===== src/rtl/k_and_s_pkg.sv =====
// ----------------------------------------------------------------------------
// k_and_s_pkg
//   Shared types and constants for the K&S processor top level.
//   This slice carries the boot-loader pieces: the loader FSM state encoding,
//   the number of stream bytes per RAM word and the run-cycle counter width.
// ----------------------------------------------------------------------------
package k_and_s_pkg;

    // Loader FSM states. Prefixed so they cannot collide with the
    // control_unit state names that live in this same package.
    typedef enum logic [2:0] {
        LD_GET_COUNT,
        LD_GET_HI,
        LD_GET_LO,
        LD_WRITE,
        LD_RELEASE,
        LD_RUN,
        LD_HALTED
    } loader_state_t;

    // Program words arrive high byte first, two bytes per word.
    localparam int LOADER_BYTES_PER_WORD = 2;

    // Width of the saturating run-cycle counter.
    localparam int RUN_CNT_W = 16;

endpackage : k_and_s_pkg


===== src/rtl/program_loader.sv =====
// ----------------------------------------------------------------------------
// program_loader
//   Boot sequencer for the K&S processor. Out of reset it holds the core in
//   reset, owns the program RAM bus (mem_sel=1) and fills the RAM from a
//   valid/ready byte stream: one count byte N (0 means a full RAM), then
//   2*N data bytes, high byte first. It then releases the core, counts cycles
//   until the core raises halt, and can be re-armed with reload.
//
// Ports
//   clk, rst_n        clock, asynchronous active-low reset
//   in_valid/in_data  stream byte offered
//   in_ready          byte accepted this cycle (decoded from state only)
//   ram_addr/ram_wdata/ram_write_enable
//                     loader side of the RAM bus, one write strobe per word
//   mem_sel           1 = loader owns the RAM bus, 0 = core owns it
//   core_rst_n        registered active-low reset to the core
//   halt              core halt flag, sampled only while running
//   reload            single-cycle request to load a new program
//   halted            core has halted since the last release
//   run_cycles        cycles spent running, saturating
// ----------------------------------------------------------------------------
module program_loader
    import k_and_s_pkg::*;
#(
    parameter int ADDR_W = 5,
    parameter int DATA_W = 16
) (
    input  logic                 clk,
    input  logic                 rst_n,
    input  logic                 in_valid,
    input  logic [7:0]           in_data,
    output logic                 in_ready,
    output logic [ADDR_W-1:0]    ram_addr,
    output logic [DATA_W-1:0]    ram_wdata,
    output logic                 ram_write_enable,
    output logic                 mem_sel,
    output logic                 core_rst_n,
    input  logic                 halt,
    input  logic                 reload,
    output logic                 halted,
    output logic [RUN_CNT_W-1:0] run_cycles
);

    localparam int BYTE_W = DATA_W / LOADER_BYTES_PER_WORD;

    localparam logic [ADDR_W-1:0]    IDX_ONE = ADDR_W'(1);
    localparam logic [RUN_CNT_W-1:0] RUN_ONE = RUN_CNT_W'(1);
    localparam logic [RUN_CNT_W-1:0] RUN_MAX = '1;

    loader_state_t         state_q, state_d;

    logic [ADDR_W-1:0]     last_idx_q;   // index of the final word (N-1 mod 2^ADDR_W)
    logic [ADDR_W-1:0]     word_idx_q;
    logic [BYTE_W-1:0]     hi_q;
    logic [BYTE_W-1:0]     lo_q;
    logic [RUN_CNT_W-1:0]  run_cnt_q;
    logic                  core_rst_n_q;
    logic                  mem_sel_q;
    logic                  halted_q;

    // Datapath controls decoded by the FSM.
    logic                  latch_count;
    logic                  latch_hi;
    logic                  latch_lo;
    logic                  idx_inc;
    logic                  run_clr;
    logic                  run_inc;
    logic                  core_active_d;

    // ------------------------------------------------------------------
    // Next-state and control decode.
    // ------------------------------------------------------------------
    always_comb begin
        // NOTE: every signal driven here gets a default before the case, so
        // no path through the block leaves one unassigned and infers a latch.
        state_d          = state_q;
        in_ready         = 1'b0;
        ram_write_enable = 1'b0;
        latch_count      = 1'b0;
        latch_hi         = 1'b0;
        latch_lo         = 1'b0;
        idx_inc          = 1'b0;
        run_clr          = 1'b0;
        run_inc          = 1'b0;

        unique case (state_q)
            LD_GET_COUNT: begin
                in_ready = 1'b1;
                if (in_valid) begin
                    latch_count = 1'b1;
                    state_d     = LD_GET_HI;
                end
            end

            LD_GET_HI: begin
                in_ready = 1'b1;
                if (in_valid) begin
                    latch_hi = 1'b1;
                    state_d  = LD_GET_LO;
                end
            end

            LD_GET_LO: begin
                in_ready = 1'b1;
                if (in_valid) begin
                    latch_lo = 1'b1;
                    state_d  = LD_WRITE;
                end
            end

            LD_WRITE: begin
                ram_write_enable = 1'b1;
                if (word_idx_q == last_idx_q) begin
                    state_d = LD_RELEASE;
                end else begin
                    idx_inc = 1'b1;
                    state_d = LD_GET_HI;
                end
            end

            LD_RELEASE: begin
                run_clr = 1'b1;
                state_d = LD_RUN;
            end

            LD_RUN: begin
                // reload has priority over a halt in the same cycle; the
                // cycle in which either is sampled is not counted.
                if (reload) begin
                    state_d = LD_GET_COUNT;
                end else if (halt) begin
                    state_d = LD_HALTED;
                end else begin
                    run_inc = 1'b1;
                end
            end

            LD_HALTED: begin
                if (reload) begin
                    state_d = LD_GET_COUNT;
                end
            end

            default: begin
                state_d = LD_GET_COUNT;
            end
        endcase
    end

    // The core runs in exactly these two states; core_rst_n, mem_sel and
    // halted are registered from the next state so they change together with
    // the state register and never glitch.
    assign core_active_d = (state_d == LD_RUN) || (state_d == LD_HALTED);

    // ------------------------------------------------------------------
    // State register.
    // ------------------------------------------------------------------
    always_ff @(posedge clk or negedge rst_n) begin
        // NOTE: all clocked state uses non-blocking assignments so every
        // register samples the pre-edge values, independent of block order.
        if (!rst_n) begin
            state_q <= LD_GET_COUNT;
        end else begin
            state_q <= state_d;
        end
    end

    // ------------------------------------------------------------------
    // Word index, count and byte latches.
    // ------------------------------------------------------------------
    always_ff @(posedge clk or negedge rst_n) begin
        if (!rst_n) begin
            last_idx_q <= '0;
            word_idx_q <= '0;
            hi_q       <= '0;
            lo_q       <= '0;
        end else begin
            if (latch_count) begin
                // A count of 0 wraps to all-ones, i.e. a full RAM.
                last_idx_q <= in_data[ADDR_W-1:0] - IDX_ONE;
                word_idx_q <= '0;
            end else if (idx_inc) begin
                word_idx_q <= word_idx_q + IDX_ONE;
            end

            if (latch_hi) begin
                hi_q <= in_data;
            end
            if (latch_lo) begin
                lo_q <= in_data;
            end
        end
    end

    // ------------------------------------------------------------------
    // Run-cycle counter: cleared on release, saturating while running,
    // otherwise held (frozen on halt, kept across a reload until release).
    // ------------------------------------------------------------------
    always_ff @(posedge clk or negedge rst_n) begin
        if (!rst_n) begin
            run_cnt_q <= '0;
        end else if (run_clr) begin
            run_cnt_q <= '0;
        end else if (run_inc && (run_cnt_q != RUN_MAX)) begin
            run_cnt_q <= run_cnt_q + RUN_ONE;
        end
    end

    // ------------------------------------------------------------------
    // Core handoff registers.
    // ------------------------------------------------------------------
    always_ff @(posedge clk or negedge rst_n) begin
        if (!rst_n) begin
            core_rst_n_q <= 1'b0;
            mem_sel_q    <= 1'b1;
            halted_q     <= 1'b0;
        end else begin
            core_rst_n_q <= core_active_d;
            mem_sel_q    <= !core_active_d;
            halted_q     <= (state_d == LD_HALTED);
        end
    end

    // The address and data registers only change outside WRITE, so they can
    // drive the bus directly; the strobe qualifies them.
    assign ram_addr   = word_idx_q;
    assign ram_wdata  = {hi_q, lo_q};
    assign core_rst_n = core_rst_n_q;
    assign mem_sel    = mem_sel_q;
    assign halted     = halted_q;
    assign run_cycles = run_cnt_q;

endmodule : program_loader


===== config.mk =====
export PLATFORM = sky130hd
export DESIGN_NAME = program_loader
export DESIGN_NICKNAME = d
export VERILOG_FILES = /design/src/rtl/k_and_s_pkg.sv /design/src/rtl/program_loader.sv
export SDC_FILE = /design/constraint.sdc
export NUM_CORES = 1
export LEC_CHECK = 0
export ABC_AREA = 0
export CAP_MARGIN = 15
export CORE_MARGIN = 2
export CORE_UTILIZATION = 44
export DETAILED_ROUTE_END_ITERATION = 10
export PLACE_DENSITY = 0.72
export SLEW_MARGIN = 10
export SYNTH_ARGS = -nofsm -noshare
export SYNTH_HDL_FRONTEND = slang
export SYNTH_SLANG_ARGS = --single-unit

===== constraint.sdc =====
create_clock -name clk -period 2.25 [get_ports clk]
set_input_delay 0.3375 -clock clk [delete_from_list [all_inputs] [get_ports clk]]
set_output_delay 0.3375 -clock clk [all_outputs]
set_load 0.01 [all_outputs]

## After elaboration in Yosys (flattened, before gate mapping)

Cells that the tools add are included.

| cells by class | value |
|---|---|
| add/sub/neg operators | 3 |
| eq/ne operators | 10 |
| mux-type cells | 24 |
| reduce and logical (&&, ||, !) cells | 7 |

Operator list:

| operator | count |
|---|---|
| $mux 16 | 2 |
| $mux 3 | 7 |
| $pmux 3 s7 | 1 |
| $add 16x1->16 const B | 1 |
| $ne 16x16->1 const B | 1 |
| $eq 3x3->1 const B | 5 |
| $mux 1 | 12 |
| $mux 5 | 2 |
| $eq 3x2->1 const B | 2 |
| $add 5x1->5 const B | 1 |
| $eq 5x5->1 | 1 |
| $sub 5x1->5 const B | 1 |
| $reduce_bool 2->1 | 2 |
| $eq 3x1->1 const B | 1 |
| $logic_not 3->1 | 1 |
| $reduce_or 3->1 | 1 |
| $logic_and 1x1->1 | 1 |
| $logic_not 1->1 | 1 |
| $logic_or 1x1->1 | 1 |

| word-level totals | value |
|---|---|
| register bits | 48 |
| bits of input ports | 13 |
| output and inout port bits | 42 |
| logic and storage cells | 53 |

## Longest topological paths before layout

Gate-level depths: netlist of run 1.

| depth | value |
|---|---|
| depth in word-level cells | 6 |
| mapped depth | 6 |
| depth with buffers taken out | 5 |

## Worst setup path after synthesis of run 1

No wires, ideal clock.

| timing | value |
|---|---|
| kind | register -> register |
| from | register run_cnt_q[0], in the netlist run_cycles[0] |
| to | register run_cnt_q[14], in the netlist run_cycles[14] |
| setup time | 0.078 ns |
| data arrival time | 1.793 ns |
| required time | 2.172 ns |
| setup slack | 0.379 ns |
| stages on the path, launching flop included | 7 |
| path buffers | 1 |
| path through | dfrtp_1 > ha_1 > nand3_1 > or3_4 > buf_6 > or4_1 > a21oi_1 |

| between the ends | value |
|---|---|
| longest elaborated chain between the ends | 3 |
| elaborated cells between the ends (all ways) | 6 |

Ends and longest elaborated chain:

| what | RTL line | source |
|---|---|---|
| start: declaration | program_loader.sv:56 | `logic [RUN_CNT_W-1:0] run_cnt_q;` |
| start signal: assignment | program_loader.sv:205 | `run_cnt_q <= run_cnt_q + RUN_ONE;` |
| $add 16x1->16 / $ne 16x16->1 (equally long branches) | program_loader.sv:205, program_loader.sv:204 |  |
| $mux 16 / $logic_and 1x1->1 (equally long branches) | program_loader.sv:204 | `end else if (run_inc && (run_cnt_q != RUN_MAX)) begin` |
| $mux 16 / $reduce_bool 2->1 (equally long branches) | -- |  |

Parallel ways exist; a longest one is shown, timed or not. The select of a mux whose other input is x is not followed.
A chain may end at the register's enable or synchronous reset.

## Final worst setup path of run 1

| timing | value |
|---|---|
| from | register state_q[0] |
| to | output port ram_write_enable |

| between the ends | value |
|---|---|
| longest elaborated chain between the ends | 2 |

Ends and longest elaborated chain:

| what | RTL line | source |
|---|---|---|
| start: declaration | program_loader.sv:50 | `loader_state_t state_q, state_d;` |
| start signal: assignment | program_loader.sv:164 | `state_q <= state_d;` |
| $eq 3x2->1 | program_loader.sv:86 | `unique case (state_q)` |
| $mux 1 | program_loader.sv:86 |  |
| end: declaration | program_loader.sv:35 | `output logic ram_write_enable,` |

No other way between the ends.

==> results.md, run 1 <==
* Average size of a mapped cell at between 10 and 15 um^2
* Commonest non-fill, non-tap cells in the layout: clkdlybuf4s50_1, dfrtp_1, nand2_1
* Diodes inserted at 0
* R2R cell count at 4
* Post-route antenna net violation count at 0
* Number of global-route vias before repair at 1887
* Post-CTS setup buffers at 0
* Top FF cell, synth: dfrtp_1
* Hold/Removal Path Class: in -> async
* Post-route setup TNS at 0 ns
* CTS Buf Count at 5
* Tcrit/Tclk final at 91.6%
* DRC Markers at 0
* Most common cell after layout, fill and taps aside: clkdlybuf4s50_1
* CTS tree: built
* DR iter-0 viols at between 100 and 150
* RSZ-0062 raised after global routing: no
* Cells after DPL at ~340
* Via density at approximately 5.4
* Clock latency on the worst-skew pair at 0.30 ns
* Synth unique cells at 40
* Layout area overhead at 34.4%
* Top-level I/O count at 55
* # port buffers at 54
* Largest net degree at the start of global routing at 49
* Sequential area share after synthesis at about half
* Max_slew headroom at 57.8%
* Post-DP Area at roughly 3000 um^2
* Setup CP Type: reg -> out
* Worst-Margin Slew at ~0.63 ns
* Power consumption at just under 4 mW
* Die width at roughly 77 um
* Die ar. at roughly 5900 um^2
* Clock slew at reported path FFs at roughly 0.090 ns
* Arrival time at the worst endpoint at 1.72 ns
* Row Count at 26
* Hold Slack at 0.119 ns
* Number of synthesized flops with an enable pin at 0
* Static leakage at about 1.3 nW
* Post-route clock skew at between 0.007 and 0.008 ns
* GRT Total Usage at between 10% and 20%
* GRT overflow at 0
* Deepest clock path buffer count at 2
* Setup violators final at 0
* Synth Net Count at about 230
* Die height at about 77 um
* Final-stage net count at 295
* Clock sinks at 48
* RD Place Congestion at 0.907
* H-tree levels at 2
* Maximum vdd drop at ~670 uV
* Drt total wl at a little over 5000 um
* Final Non-Filler Cells at 350
* Hold Fails Final Rpt at 0
* Crit start category: flop
* Ys async rst share at 100%
* Vias at 1902
* CP Capture Type: output pin
* Required @ worst endpoint at about 1.9 ns
* Critical path fanouts, max at 9
* Fmax at 485 MHz
* Fin area at about 3100 um^2
* Run status: finished clean
* Cells after Synth at approximately 220
* Share of post-route cells with drive strength above 1 at between 10% and 20%
* Ys Warns at 0
* Post-route minimum period at a little over 2 ns
* Sequential cell area at between 1000 and 1500 um^2
* Initial core utilization at 45.9%
* Initial antenna violation count at 0
* Max cap viols at 0
* Flops & latches, synth at 48
* CTS Hold Bufs at 0
* Synthesized cell area at 2340 um^2
* Combined area of the multi-input logic cells at around 1100 um^2
* First-pass GRT wire length at ~9000 um
* Slew Limit Fails at 0
* Core area at 5110 um^2
* DRT Pass-1 Iters at 4
* DPL Wire Length at approximately 3600 um
* Pwr Density at 1230 nW/um^2
* Root Buffer: clkbuf_8
* Wire length per cell at 14.6 um
* Fill cells at roughly 440
-- layout make-up --
cell class | instances | area share [%]
timing repair buffer | 62 | 18.9
clock buffer | 5 | 2.19
multi-input combinational | 155 | 34.2
sequential | 48 | 38.2
inverter | 7 | 0.835
clock inverter | 3 | 2.86
tap | 70 | 2.78
-- through the flow --
step / setup WS (ns) / util, %
finish: 0.188 / 61.6
global route: 0.0679 / 61.6
CTS: 0.114 / 61.6
detailed placement: 0.0117 / 58.5
global placement: 0.0474 / 58.5
floorplan: 0.379 / -
-- worst max-delay path, stage by stage (launching register included) --
cell             delay [ns]
dfrtp_1                0.48
nand2_1                0.10
nor2_1                 0.25
clkdlybuf4s50_1        0.59
-- synthesized netlist by cell type (all sizes together) (2+ instances only) --
master	number	area (um^2)
o211ai	4	30.0
ha	3	37.5
dfrtp	47	1180
nand2b	5	31.3
nor3	6	30.0
nor3b	3	27.5
or4	5	37.5
mux2	16	180
nand4bb	2	27.5
clkbuf	7	26.3
or3	3	23.8
nor2	6	22.5
and3	5	31.3
nor4	3	18.8
nand2	27	101
o31ai	4	30.0
a21oi	14	70.1
a211oi	2	15.0
o21ai	8	40.0
o41ai	3	26.3
nand3	5	25.0
nor4b	2	17.5
xnor2	8	70.1
mux2i	11	110
inv	7	26.3
-- registers in the layout, summed over array words and instances (netlist names) --
register and flops:
run_cycles 16, state_q 3, hi_q 8, core_rst_n 1, ram_addr 5, halted 1, last_idx_q 5, mem_sel 1
lo_q 8
-- report_power, final --
part	switching, mW	internal, mW	total (mW)	leakage [nW]
registers	0.281	1.19	1.47	0.606
clock network	0.298	0.556	0.854	0.0784
logic	0.654	0.882	1.54	0.637
-- logic make-up (layout without fill, tap and decap cells) --
kind of cell / after synthesis / in the layout / synth area share [%]
adder cells (fa/ha/maj): 3 / 3 / 1.60
flip-flops: 48 / 48 / 51.3
multiplexers: 27 / 27 / 12.4
XOR/XNOR: 8 / 8 / 2.99
buffers and inverters: 15 / 77 / 2.72
AND/OR/NAND/NOR: 77 / 77 / 18.3
AO/OA/AOI/OAI: 40 / 40 / 10.6
-- timing repair --
action,CTS,global route
endpoints found under the setup margin,0,1
hold endpoints to repair,0,0
resized for setup,0,1
-- worst paths after layout --
check,end,slack [ns],from
setup reg to reg,run_cycles[8]$_DFFE_PN0P_,0.32,state_q[1]$_DFF_PN0_
hold reg to reg,lo_q[1]$_DFFE_PN0P_,0.51,lo_q[1]$_DFFE_PN0P_
hold / removal,run_cycles[1]$_DFFE_PN0P_,0.12,rst_n
min in group clk,lo_q[1]$_DFFE_PN0P_,0.51,lo_q[1]$_DFFE_PN0P_
max in group asynchronous,state_q[1]$_DFF_PN0_,1.71,rst_n
setup / recovery,ram_write_enable,0.19,state_q[0]$_DFF_PN0_
-- metal layers --
| layer | up-vias | track usage (%) | share of wire, % |
|---|---|---|---|
| met1 | 924 | 23.6 | 43 |
| met5 | - | 0 | 0 |
| met3 | 5 | 4.00 | 5.5 |
| li1 | 917 | - | - |
| met4 | 0 | 6.36 | 0.86 |
| met2 | 56 | 30.8 | 50 |
(Power assumes the default switching activity.)
==> run 2: changes to the inputs <==
--- a/config.mk
+++ b/config.mk
@@ -6,9 +6,11 @@
 export NUM_CORES = 1
 export LEC_CHECK = 0
 export ABC_AREA = 0
+export ABC_CLOCK_PERIOD_IN_PS = 2250
 export CAP_MARGIN = 15
 export CORE_MARGIN = 2
 export CORE_UTILIZATION = 44
+export CTS_CLUSTER_DIAMETER = 80
 export DETAILED_ROUTE_END_ITERATION = 10
 export PLACE_DENSITY = 0.72
 export SLEW_MARGIN = 10
==> results of run 2 <==
Same layout as run 1: the final DEF is identical, and so are final timing and power.
